**src/rtl/bsg_cache_nb_src_arbiter.sv**
```systemverilog
// bsg_cache_nb_src_arbiter
//
// Shares one request port of the non-blocking cache among num_req_p
// requesters. Each cycle it picks one eligible requester round-robin and
// stamps its packet with a free src_id tag taken from a pool. It also
// records which requester owns that tag. Out-of-order cache responses are
// steered back to the owning requester by tag. The tag returns to the pool
// on the response handshake.
//
// Packet layout (MSB..LSB): opcode[5:0], addr, data, mask[word/8], src_id.
// The src_id field occupies the low src_id_width_p bits. This arbiter
// overwrites that field with the allocated tag.
//
// Ports
//   clk_i, reset_n_i         : clock, asynchronous active-low reset
//   req_v_i/req_pkt_i        : per-requester request valid and packet
//   req_yumi_o               : per-requester request consumed
//   cache_pkt_o/cache_v_o    : granted, re-tagged request toward the cache
//   cache_yumi_i             : cache consumed the request
//   cache_src_id_i           : response tag, MSB=1 marks a tagged completion
//   cache_data_i/cache_v_i   : response data and valid from the cache
//   cache_yumi_o             : response consumed
//   resp_data_o/resp_v_o     : shared response data, one-hot response valid
//   resp_yumi_i              : requester consumed its response
//   outstanding_o            : number of tags currently allocated
//   error_o                  : sticky error, response to an unallocated tag
module bsg_cache_nb_src_arbiter #(
   parameter int num_req_p      = 4,
   parameter int word_width_p   = 32,
   parameter int addr_width_p   = 32,
   parameter int src_id_width_p = 3,
   parameter int max_out_p      = 4,
   localparam int pkt_width_lp  = 6 + addr_width_p + word_width_p
                                  + (word_width_p / 8) + src_id_width_p
) (
   input  logic                              clk_i,
   input  logic                              reset_n_i,

   input  logic [num_req_p-1:0]              req_v_i,
   input  logic [num_req_p*pkt_width_lp-1:0] req_pkt_i,
   output logic [num_req_p-1:0]              req_yumi_o,

   output logic [pkt_width_lp-1:0]           cache_pkt_o,
   output logic                              cache_v_o,
   input  logic                              cache_yumi_i,

   input  logic [src_id_width_p:0]           cache_src_id_i,
   input  logic [word_width_p-1:0]           cache_data_i,
   input  logic                              cache_v_i,
   output logic                              cache_yumi_o,

   output logic [word_width_p-1:0]           resp_data_o,
   output logic [num_req_p-1:0]              resp_v_o,
   input  logic [num_req_p-1:0]              resp_yumi_i,

   output logic [src_id_width_p:0]           outstanding_o,
   output logic                              error_o
);

   localparam int tags_lp  = 1 << src_id_width_p;
   localparam int req_w_lp = $clog2(num_req_p);
   localparam int cnt_w_lp = $clog2(max_out_p + 1);
   localparam int os_w_lp  = src_id_width_p + 1;

   logic [tags_lp-1:0]  r_free;
   logic [req_w_lp-1:0] r_owner [tags_lp];
   logic [cnt_w_lp-1:0] r_cnt   [num_req_p];
   logic [req_w_lp-1:0] r_rr_ptr;
   logic                r_error;
   logic [os_w_lp-1:0]  r_outstanding;

   logic [num_req_p-1:0]      w_elig;
   logic                      w_any_elig;
   logic [req_w_lp-1:0]       w_grant;
   logic [req_w_lp-1:0]       w_rr_next;
   logic                      w_any_free;
   logic [src_id_width_p-1:0] w_tag;
   logic                      w_req_fire;

   logic                      w_rsp_tagged;
   logic [src_id_width_p-1:0] w_rsp_tag;
   logic [req_w_lp-1:0]       w_rsp_owner;
   logic                      w_rsp_good;
   logic                      w_rsp_fire;
   logic                      w_rsp_err;
   logic                      w_rsp_drop;

   logic [tags_lp-1:0]   w_free_next;
   logic [os_w_lp-1:0]   w_os_next;
   logic [num_req_p-1:0] w_cnt_inc;
   logic [num_req_p-1:0] w_cnt_dec;

   // A requester can compete only while it is below its outstanding limit.
   always_comb begin
      for (int i = 0; i < num_req_p; i++) begin
         w_elig[i] = req_v_i[i] && (r_cnt[i] < cnt_w_lp'(max_out_p));
      end
   end

   // Allocation candidate is the lowest free tag in the registered pool, so
   // a tag released this cycle is not handed out again until next cycle.
   always_comb begin
      w_any_free = |r_free;
      w_tag      = '0;
      for (int t = tags_lp - 1; t >= 0; t--) begin
         if (r_free[t]) w_tag = src_id_width_p'(t);
      end
   end

   // Round-robin search that starts at r_rr_ptr and wraps modulo num_req_p.
   always_comb begin
      int idx;
      w_any_elig = 1'b0;
      w_grant    = '0;
      idx        = 0;
      for (int k = 0; k < num_req_p; k++) begin
         idx = int'(r_rr_ptr) + k;
         if (idx >= num_req_p) idx = idx - num_req_p;
         if (!w_any_elig && w_elig[idx]) begin
            w_any_elig = 1'b1;
            w_grant    = req_w_lp'(idx);
         end
      end
      w_rr_next = (w_grant == req_w_lp'(num_req_p - 1)) ? '0 : w_grant + 1'b1;
   end

   // Request path: the selected packet passes straight through with a new tag.
   // The reset term holds the outputs low while reset_n_i is asserted.
   always_comb begin
      cache_v_o   = reset_n_i & w_any_elig & w_any_free;
      w_req_fire  = cache_v_o & cache_yumi_i;
      req_yumi_o  = w_req_fire ? (num_req_p'(1) << w_grant) : '0;
      cache_pkt_o = {req_pkt_i[w_grant*pkt_width_lp + src_id_width_p
                               +: (pkt_width_lp - src_id_width_p)], w_tag};
   end

   // Response path. A tagged response to an owned tag goes to its owner.
   // A response to a free tag is consumed and flagged as an error.
   // An untagged response is consumed and dropped.
   always_comb begin
      w_rsp_tagged = cache_src_id_i[src_id_width_p];
      w_rsp_tag    = cache_src_id_i[src_id_width_p-1:0];
      w_rsp_owner  = r_owner[w_rsp_tag];
      w_rsp_good   = reset_n_i & cache_v_i & w_rsp_tagged & ~r_free[w_rsp_tag];
      w_rsp_err    = reset_n_i & cache_v_i & w_rsp_tagged &  r_free[w_rsp_tag];
      w_rsp_drop   = reset_n_i & cache_v_i & ~w_rsp_tagged;
      w_rsp_fire   = w_rsp_good & resp_yumi_i[w_rsp_owner];
      resp_v_o     = w_rsp_good ? (num_req_p'(1) << w_rsp_owner) : '0;
      resp_data_o  = cache_data_i;
      cache_yumi_o = w_rsp_fire | w_rsp_err | w_rsp_drop;
   end

   // The allocated tag is always free and the released tag is always owned,
   // so both updates can safely be applied in the same cycle.
   always_comb begin
      w_free_next = r_free;
      if (w_req_fire) w_free_next[w_tag]     = 1'b0;
      if (w_rsp_fire) w_free_next[w_rsp_tag] = 1'b1;
      w_os_next = '0;
      for (int t = 0; t < tags_lp; t++) begin
         w_os_next = w_os_next + os_w_lp'(!w_free_next[t]);
      end
      for (int i = 0; i < num_req_p; i++) begin
         w_cnt_inc[i] = w_req_fire && (w_grant == req_w_lp'(i));
         w_cnt_dec[i] = w_rsp_fire && (w_rsp_owner == req_w_lp'(i));
      end
   end

   // Pool, ownership, per-requester counts, round-robin pointer and status.
   // The counts cannot wrap: an increment needs cnt below the limit, and a
   // decrement needs an owned tag.
   always_ff @(posedge clk_i or negedge reset_n_i) begin
      if (!reset_n_i) begin
         r_free        <= '1;
         r_rr_ptr      <= '0;
         r_error       <= 1'b0;
         r_outstanding <= '0;
         for (int t = 0; t < tags_lp; t++) r_owner[t] <= '0;
         for (int i = 0; i < num_req_p; i++) r_cnt[i] <= '0;
      end else begin
         r_free        <= w_free_next;
         r_outstanding <= w_os_next;
         if (w_req_fire) begin
            r_owner[w_tag] <= w_grant;
            r_rr_ptr       <= w_rr_next;
         end
         if (w_rsp_err) r_error <= 1'b1;
         for (int i = 0; i < num_req_p; i++) begin
            if (w_cnt_inc[i] && !w_cnt_dec[i]) r_cnt[i] <= r_cnt[i] + 1'b1;
            else if (w_cnt_dec[i] && !w_cnt_inc[i]) r_cnt[i] <= r_cnt[i] - 1'b1;
         end
      end
   end

   assign outstanding_o = r_outstanding;
   assign error_o       = r_error;

endmodule

```
**config.mk**
```make
export PLATFORM = sky130hd
export DESIGN_NAME = bsg_cache_nb_src_arbiter
export DESIGN_NICKNAME = d
export VERILOG_FILES = /design/src/rtl/bsg_cache_nb_src_arbiter.sv
export SDC_FILE = /design/constraint.sdc
export NUM_CORES = 1
export LEC_CHECK = 0
export ABC_AREA = 1
export BUFFER_PORTS_ARGS = -buffer_cell sky130_fd_sc_hd__buf_2
export CAP_MARGIN = 20
export CORE_AREA = 5 5 184 186
export CTS_CLUSTER_DIAMETER = 60
export DETAILED_ROUTE_END_ITERATION = 8
export DIE_AREA = 0 0 189 191
export GPL_TIMING_DRIVEN = 0
export PLACE_DENSITY = 0.48
export SYNTH_ARGS = -nofsm -noshare
export SYNTH_HDL_FRONTEND = slang
export SYNTH_SLANG_ARGS = --single-unit
```
**constraint.sdc**
```tcl
create_clock -name clk_i -period 6.6 [get_ports clk_i]
set_clock_uncertainty 0.2 [all_clocks]
set_input_delay 0.66 -clock clk_i [delete_from_list [all_inputs] [get_ports clk_i]]
set_output_delay 0.66 -clock clk_i [all_outputs]
set_load 0.1 [all_outputs]
```
### Word level (Yosys, flattened, before mapping)

Cells that the tools add are included.

* register bits after elaboration: 43
* output and inout bits: 124

* $add $sub $neg: 24
* multiply operators: 1
* magnitude comparators: 20
* equality and inequality tests: 6
* shift-type cells: 3
* multiplexer cells: 59
* bitwise logic cells: 18
* reductions and logical operators: 52

Operators with widths (number)
* 308-bit by 11-bit indexed part select with 74-bit output: 1
* 32-bit by 4-bit less-than comparator with 1-bit output, second input constant: 4
* 32-bit 2-to-1 mux: 4
* 3-bit 2-to-1 mux: 16
* 1-bit logical AND: 26
* 1-bit zero test: 19
* 4-bit by 1-bit adder with 4-bit output: 4
* 16-bit bitwise mux: 1
* 1-bit 2-to-1 mux: 16
* 2-bit 2-to-1 mux: 8
* 8-bit 2-to-1 mux: 2
* 3-bit by 1-bit adder with 3-bit output, second input constant: 4
* 3-bit less-than comparator, second input constant: 4
* 3-bit by 1-bit subtractor with 3-bit output, second input constant: 4
* 3-bit by 3-bit subtractor with 4-bit output, second input constant: 3
* 9-bit by 2-bit adder with 10-bit output, second input constant: 1
* 1-bit binary-select mux with 2-bit select: 5
* 1-bit AND: 9
* 3-bit greater-or-equal comparator, second input constant: 3
* 2-bit by 7-bit multiplier with 9-bit output, second input constant: 1
* 8-bit AND: 1
* 2-bit == test, second input constant: 4
* 4-bit greater-or-equal comparator, second input constant: 2
* 3-bit by 4-bit less-than comparator with 1-bit output, second input constant: 2
* other kinds (26): 39

### Logic depth before layout (Yosys ltp)

* depth after elaboration: 29
* mapped depth: 23

### Worst setup path before layout

OpenSTA, ideal clock, no wires.

* path kind: register -> register
* from: register r_free[7]
* to: register r_outstanding[2] (netlist: outstanding_o[2])
* library setup time: 0.123 ns
* data arrival time: 5.077 ns
* required time: 6.277 ns
* path slack: 1.200 ns
* stages on the path, launching flop included: 18
* period minus slack after synthesis: 5.400 ns
* path through: dfstp_2 -> a21oi_1 -> o21ai_0 -> nand2_1 -> a21oi_1 -> nand2_1 -> nor2_1 -> o22ai_1 -> fa_1 -> inv_1 -> fa_1 -> inv_1 -> fa_1 -> inv_1 -> ha_1 -> inv_1 -> fa_1 -> xnor2_1

* elaborated cells on any way between the ends: 41

RTL lines
* start: declaration: RTL line 65 `logic [tags_lp-1:0] r_free;`
* start signal: assignment: RTL line 181 `r_free <= w_free_next;`
* 3-bit 2-to-1 mux (*) (8 in a row): RTL line 106 `if (r_free[t]) w_tag = src_id_width_p'(t);`
* via cache_pkt_o[0]: RTL line 43 `output logic [pkt_width_lp-1:0] cache_pkt_o,`
* 3-bit by 4-bit less-than comparator with 1-bit output (not written as such) / 3-bit by 1-bit greater-or-equal comparator with 1-bit output (equally long branches): RTL line 157 `if (w_req_fire) w_free_next[w_tag] = 1'b0;`
* 1-bit logical AND (not written as such): RTL line 157
* 1-bit 2-to-1 mux (not written as such): RTL line 157
* 1-bit demux with 3-bit select (*): RTL line 157
* 8-bit NOT (no line) (*)
* 8-bit AND (no line) (*)
* 8-bit 2-to-1 mux (*): RTL line 157
* 8-bit OR (no line)
* 8-bit 2-to-1 mux (*): RTL line 158 `if (w_rsp_fire) w_free_next[w_rsp_tag] = 1'b1;`
* via w_free_next[3]: RTL line 88 `logic [tags_lp-1:0] w_free_next;`
* 1-bit zero test (*): RTL line 161 `w_os_next = w_os_next + os_w_lp'(!w_free_next[t]);`
* 3-bit by 1-bit adder with 4-bit output (*): RTL line 161
* 4-bit by 1-bit adder with 4-bit output (*) (4 in a row): RTL line 161
* via w_os_next[2]: RTL line 89 `logic [os_w_lp-1:0] w_os_next;`
* end signal: assignment: RTL line 182 `r_outstanding <= w_os_next;`
* end: declaration: RTL line 70 `logic [os_w_lp-1:0] r_outstanding;`

Mark *: on every way through the listed nets, which the timed path passes. The rest lies on a longest branch. The select of a mux whose other input is x is not followed.
A chain may end at the register's enable or synchronous reset.

### Worst setup path after layout

* from: input cache_src_id_i[0]
* to: register r_outstanding[2] (netlist: outstanding_o[2])

* word-level cells in the longest chain between the ends: 16
* elaborated cells on any way between the ends: 33

RTL lines
* start: declaration: RTL line 47 `input logic [src_id_width_p:0] cache_src_id_i,`
* 3-bit NOT with 4-bit output (not written as such): RTL line 143 `w_rsp_owner = r_owner[w_rsp_tag];`
* 2-bit binary-select mux with 3-bit select: RTL line 143
* 2-bit 2-to-1 mux (not written as such) (2 in a row): RTL line 143
* 1-bit binary-select mux with 2-bit select: RTL line 147 `w_rsp_fire = w_rsp_good & resp_yumi_i[w_rsp_owner];`
* 1-bit 2-to-1 mux (not written as such): RTL line 147
* 1-bit AND: RTL line 147
* 8-bit 2-to-1 mux (*): RTL line 158
* via w_free_next[1]: RTL line 88
* 1-bit zero test (*): RTL line 161
* 1-bit by 1-bit adder with 2-bit output (*): RTL line 161
* 2-bit by 1-bit adder with 3-bit output (*): RTL line 161
* 3-bit by 1-bit adder with 4-bit output (*): RTL line 161
* 4-bit by 1-bit adder with 4-bit output (*) (4 in a row): RTL line 161
* via w_os_next[2]: RTL line 89

Marked as above.

==> impl_metrics.ini <==
[placement]
dpl.hpwl_um = 28500
port_buffers = 434
gp_congestion = 0.934

[die]
start_util = 0.204
die_h_um = 191
core_area_um2 = 32100
rows = 66
die_x_um = 189
dieArea_um2 = 36100
top_level_ports = 480

[cts]
clockRootBuffer = clkbuf_16
ctsHoldBuffers = 0
cts_tree = yes
cts-resized-gates = 0
htree_levels = 2
clock_sinks = 43
cts.clk_slew.worst_paths_ns = 0.06
cts_buffers = 5
post_cts_buffers = 0
worst_skew_pair.late_latency_ns = 0.29
cts_buffer_depth = 2

[final_layout]
drive_gt1_frac = 0.354
syn2layout_area_growth_pct = 43.8
final_nets = 1938

[timing]
hold_viol = 0
fin_crit_sh = 0.768
maxSlewViolCount = 0
fmax_mhz = 197
rsz0062_at_grt = false
slew_headroom = 0.479
layout_min_cycle_time_ns = 5.07
fin_setup_tns_ns = 0
worst_slew_pin_slew_ns = 0.782
setup_violations = 0

[global_routing]
antenna_found_initial = 6
overflow = 0
grt_max_degree = 48
grt_pass1_wl_um = 49200
grt_pass1_vias = 8617
track_usage = 0.174

[yosys]
syn_area_um2 = 6560
synth-seq-area-share = 0.166
avgSynthCellArea_um2 = 5.85
yosysWarnings = 0
synthCells = 1121
syn-num-nets = 1496
yosysUniqueCellTypes = 28
synth_seq_cells = 43

[setup_path]
rrSetupSlack_ns = 1.90
path_class = in -> reg
r2r_start = r_rr_ptr[0]
r2r_cells = 19
end_kind = flip-flop
crit_fanout = 10
r2r-end = outstanding_o[2]
cp.arrival_ns = 5.05
critPathRequiredTime_ns = 6.57
startpoint_type = primary input

[drt]
drtPass1Iterations = 5
drt_iter0_markers = 460
via_per_inst = 4.41
wl_per_cell_um = 17.1
drc = 0
vias = 8728
wirelength_um = 33900
ant_nets = 0

[run_status]
outcome = finished, final reports clean

[worst_hold_path]
hold_path.class = in -> async

[job]
cap_violations = 0
-- layout by cell type, fill, tap and decap left out, drive strengths merged --
cell type,count
dfrtp,35
o21ai,33
nor2,38
clkinvlp,1
dfstp,8
nand3,177
nand2,317
buf,527
o211ai,1
nand3b,149
ha,11
o21a,2
and2,1
clkinv,1
nand4,4
xnor2,6
clkbuf,17
a21oi,13
diode,5
nor3,7
xor2,5
o22ai,1
fa,8
mux2,4
inv,198
-- cell type report --
type                    instances  area, um2
fillers                      3753      22700
multi-input cells             777       4120
repair buffers                435       2190
flip-flops and latches         43       1090
inverters                     198        743
plain buffers                 103        613
well taps                     408        510
clock buffers                   6        139
clock inverters                 2       16.3
diodes                          5       12.5
-- critical path, cell delays in order --
cell	delay (ns)
buf_2	0.13
buf_4	0.17
nand3_1	0.15
nor2_1	0.05
nor2_1	0.15
nand3_1	0.12
nor2_1	0.29
inv_1	0.13
nand2_1	0.09
nand2_1	0.22
nand2_1	0.29
o21ai_0	0.19
fa_1	0.56
inv_1	0.05
fa_1	0.50
inv_1	0.05
fa_1	0.44
inv_1	0.06
ha_1	0.17
inv_1	0.06
fa_1	0.37
xnor2_1	0.14
-- metal layers --
layer / GRT usage / vias to the layer above / wire (um)
met1: 0.222 / 3952 / 14600
met2: 0.299 / 352 / 16200
met5: 0 / - / 13
met4: 0.0493 / 2 / 910
li1: - / 4371 / -
met3: 0.0365 / 51 / 2190
-- sequential cells by signal, indices dropped and copies added (netlist names) --
name	flops
error_o	1
r_cnt	12
r_free	8
outstanding_o	4
r_rr_ptr	2
r_owner	16
-- worst max path at each step --
stage                             endpoint  slack [ns]         startpoint  cells past startpoint
after global routing      outstanding_o[2]        1.16  cache_src_id_i[0]                     22
after CTS                 outstanding_o[2]        1.49          reset_n_i                     15
after detailed placement  outstanding_o[1]        1.20          reset_n_i                     15
after floorplan           outstanding_o[2]        1.20          r_free[7]                     17
after global placement    outstanding_o[2]        1.23          reset_n_i                     15
final                     outstanding_o[2]        1.53  cache_src_id_i[0]                     22
-- cell usage after synthesis (all sizes together) --
cell    count  area (um2)
and2        1        6.26
nand3     177         886
dfstp       8         210
a21oi      13        65.1
o21a        2        15.0
o211ai      1        7.51
clkbuf     11        41.3
xnor2       6        60.1
nand3b    149        1120
nand2     317        1200
nand4       4        25.0
inv       198         743
dfrtp      35         876
buf        92         572
ha         11         138
nor2       38         143
nor3        7        35.0
o21ai      33         165
xor2        5        43.8
mux2        4        45.0
o22ai       1        6.26
fa          8         160
-- kinds of logic (layout without fill, tap and decap cells) --
family / Yosys count / in the layout / share of synthesized area
xor gates and xnor gates: 11 / 11 / 0.0158
muxes: 4 / 4 / 0.00687
buffers and inverters: 301 / 744 / 0.207
DFF: 43 / 43 / 0.166
other: 0 / 5 / 0
adders and majority gates: 19 / 19 / 0.0454
AOI/OAI and AO/OA: 50 / 50 / 0.0395
and+or+nand+nor: 693 / 693 / 0.520
-- metrics by stage --
step	worst slack (ns)	hold slack, ns	area [um2]	std cells	utilization
after detailed placement	1.20	0.251	9240	1963	0.288
final	1.53	0.0681	9430	1977	0.294
after global placement	1.23	0.247	9240	1963	0.288
after global routing	1.16	0.0741	9430	1976	0.293
after floorplan	1.20	0.164	6560	1121	-
after CTS	1.49	0.268	9400	1971	0.293
Power is left out: the tool's default activity adds up to more than one toggle a clock period on the data nets, which glitch-free logic cannot reach.
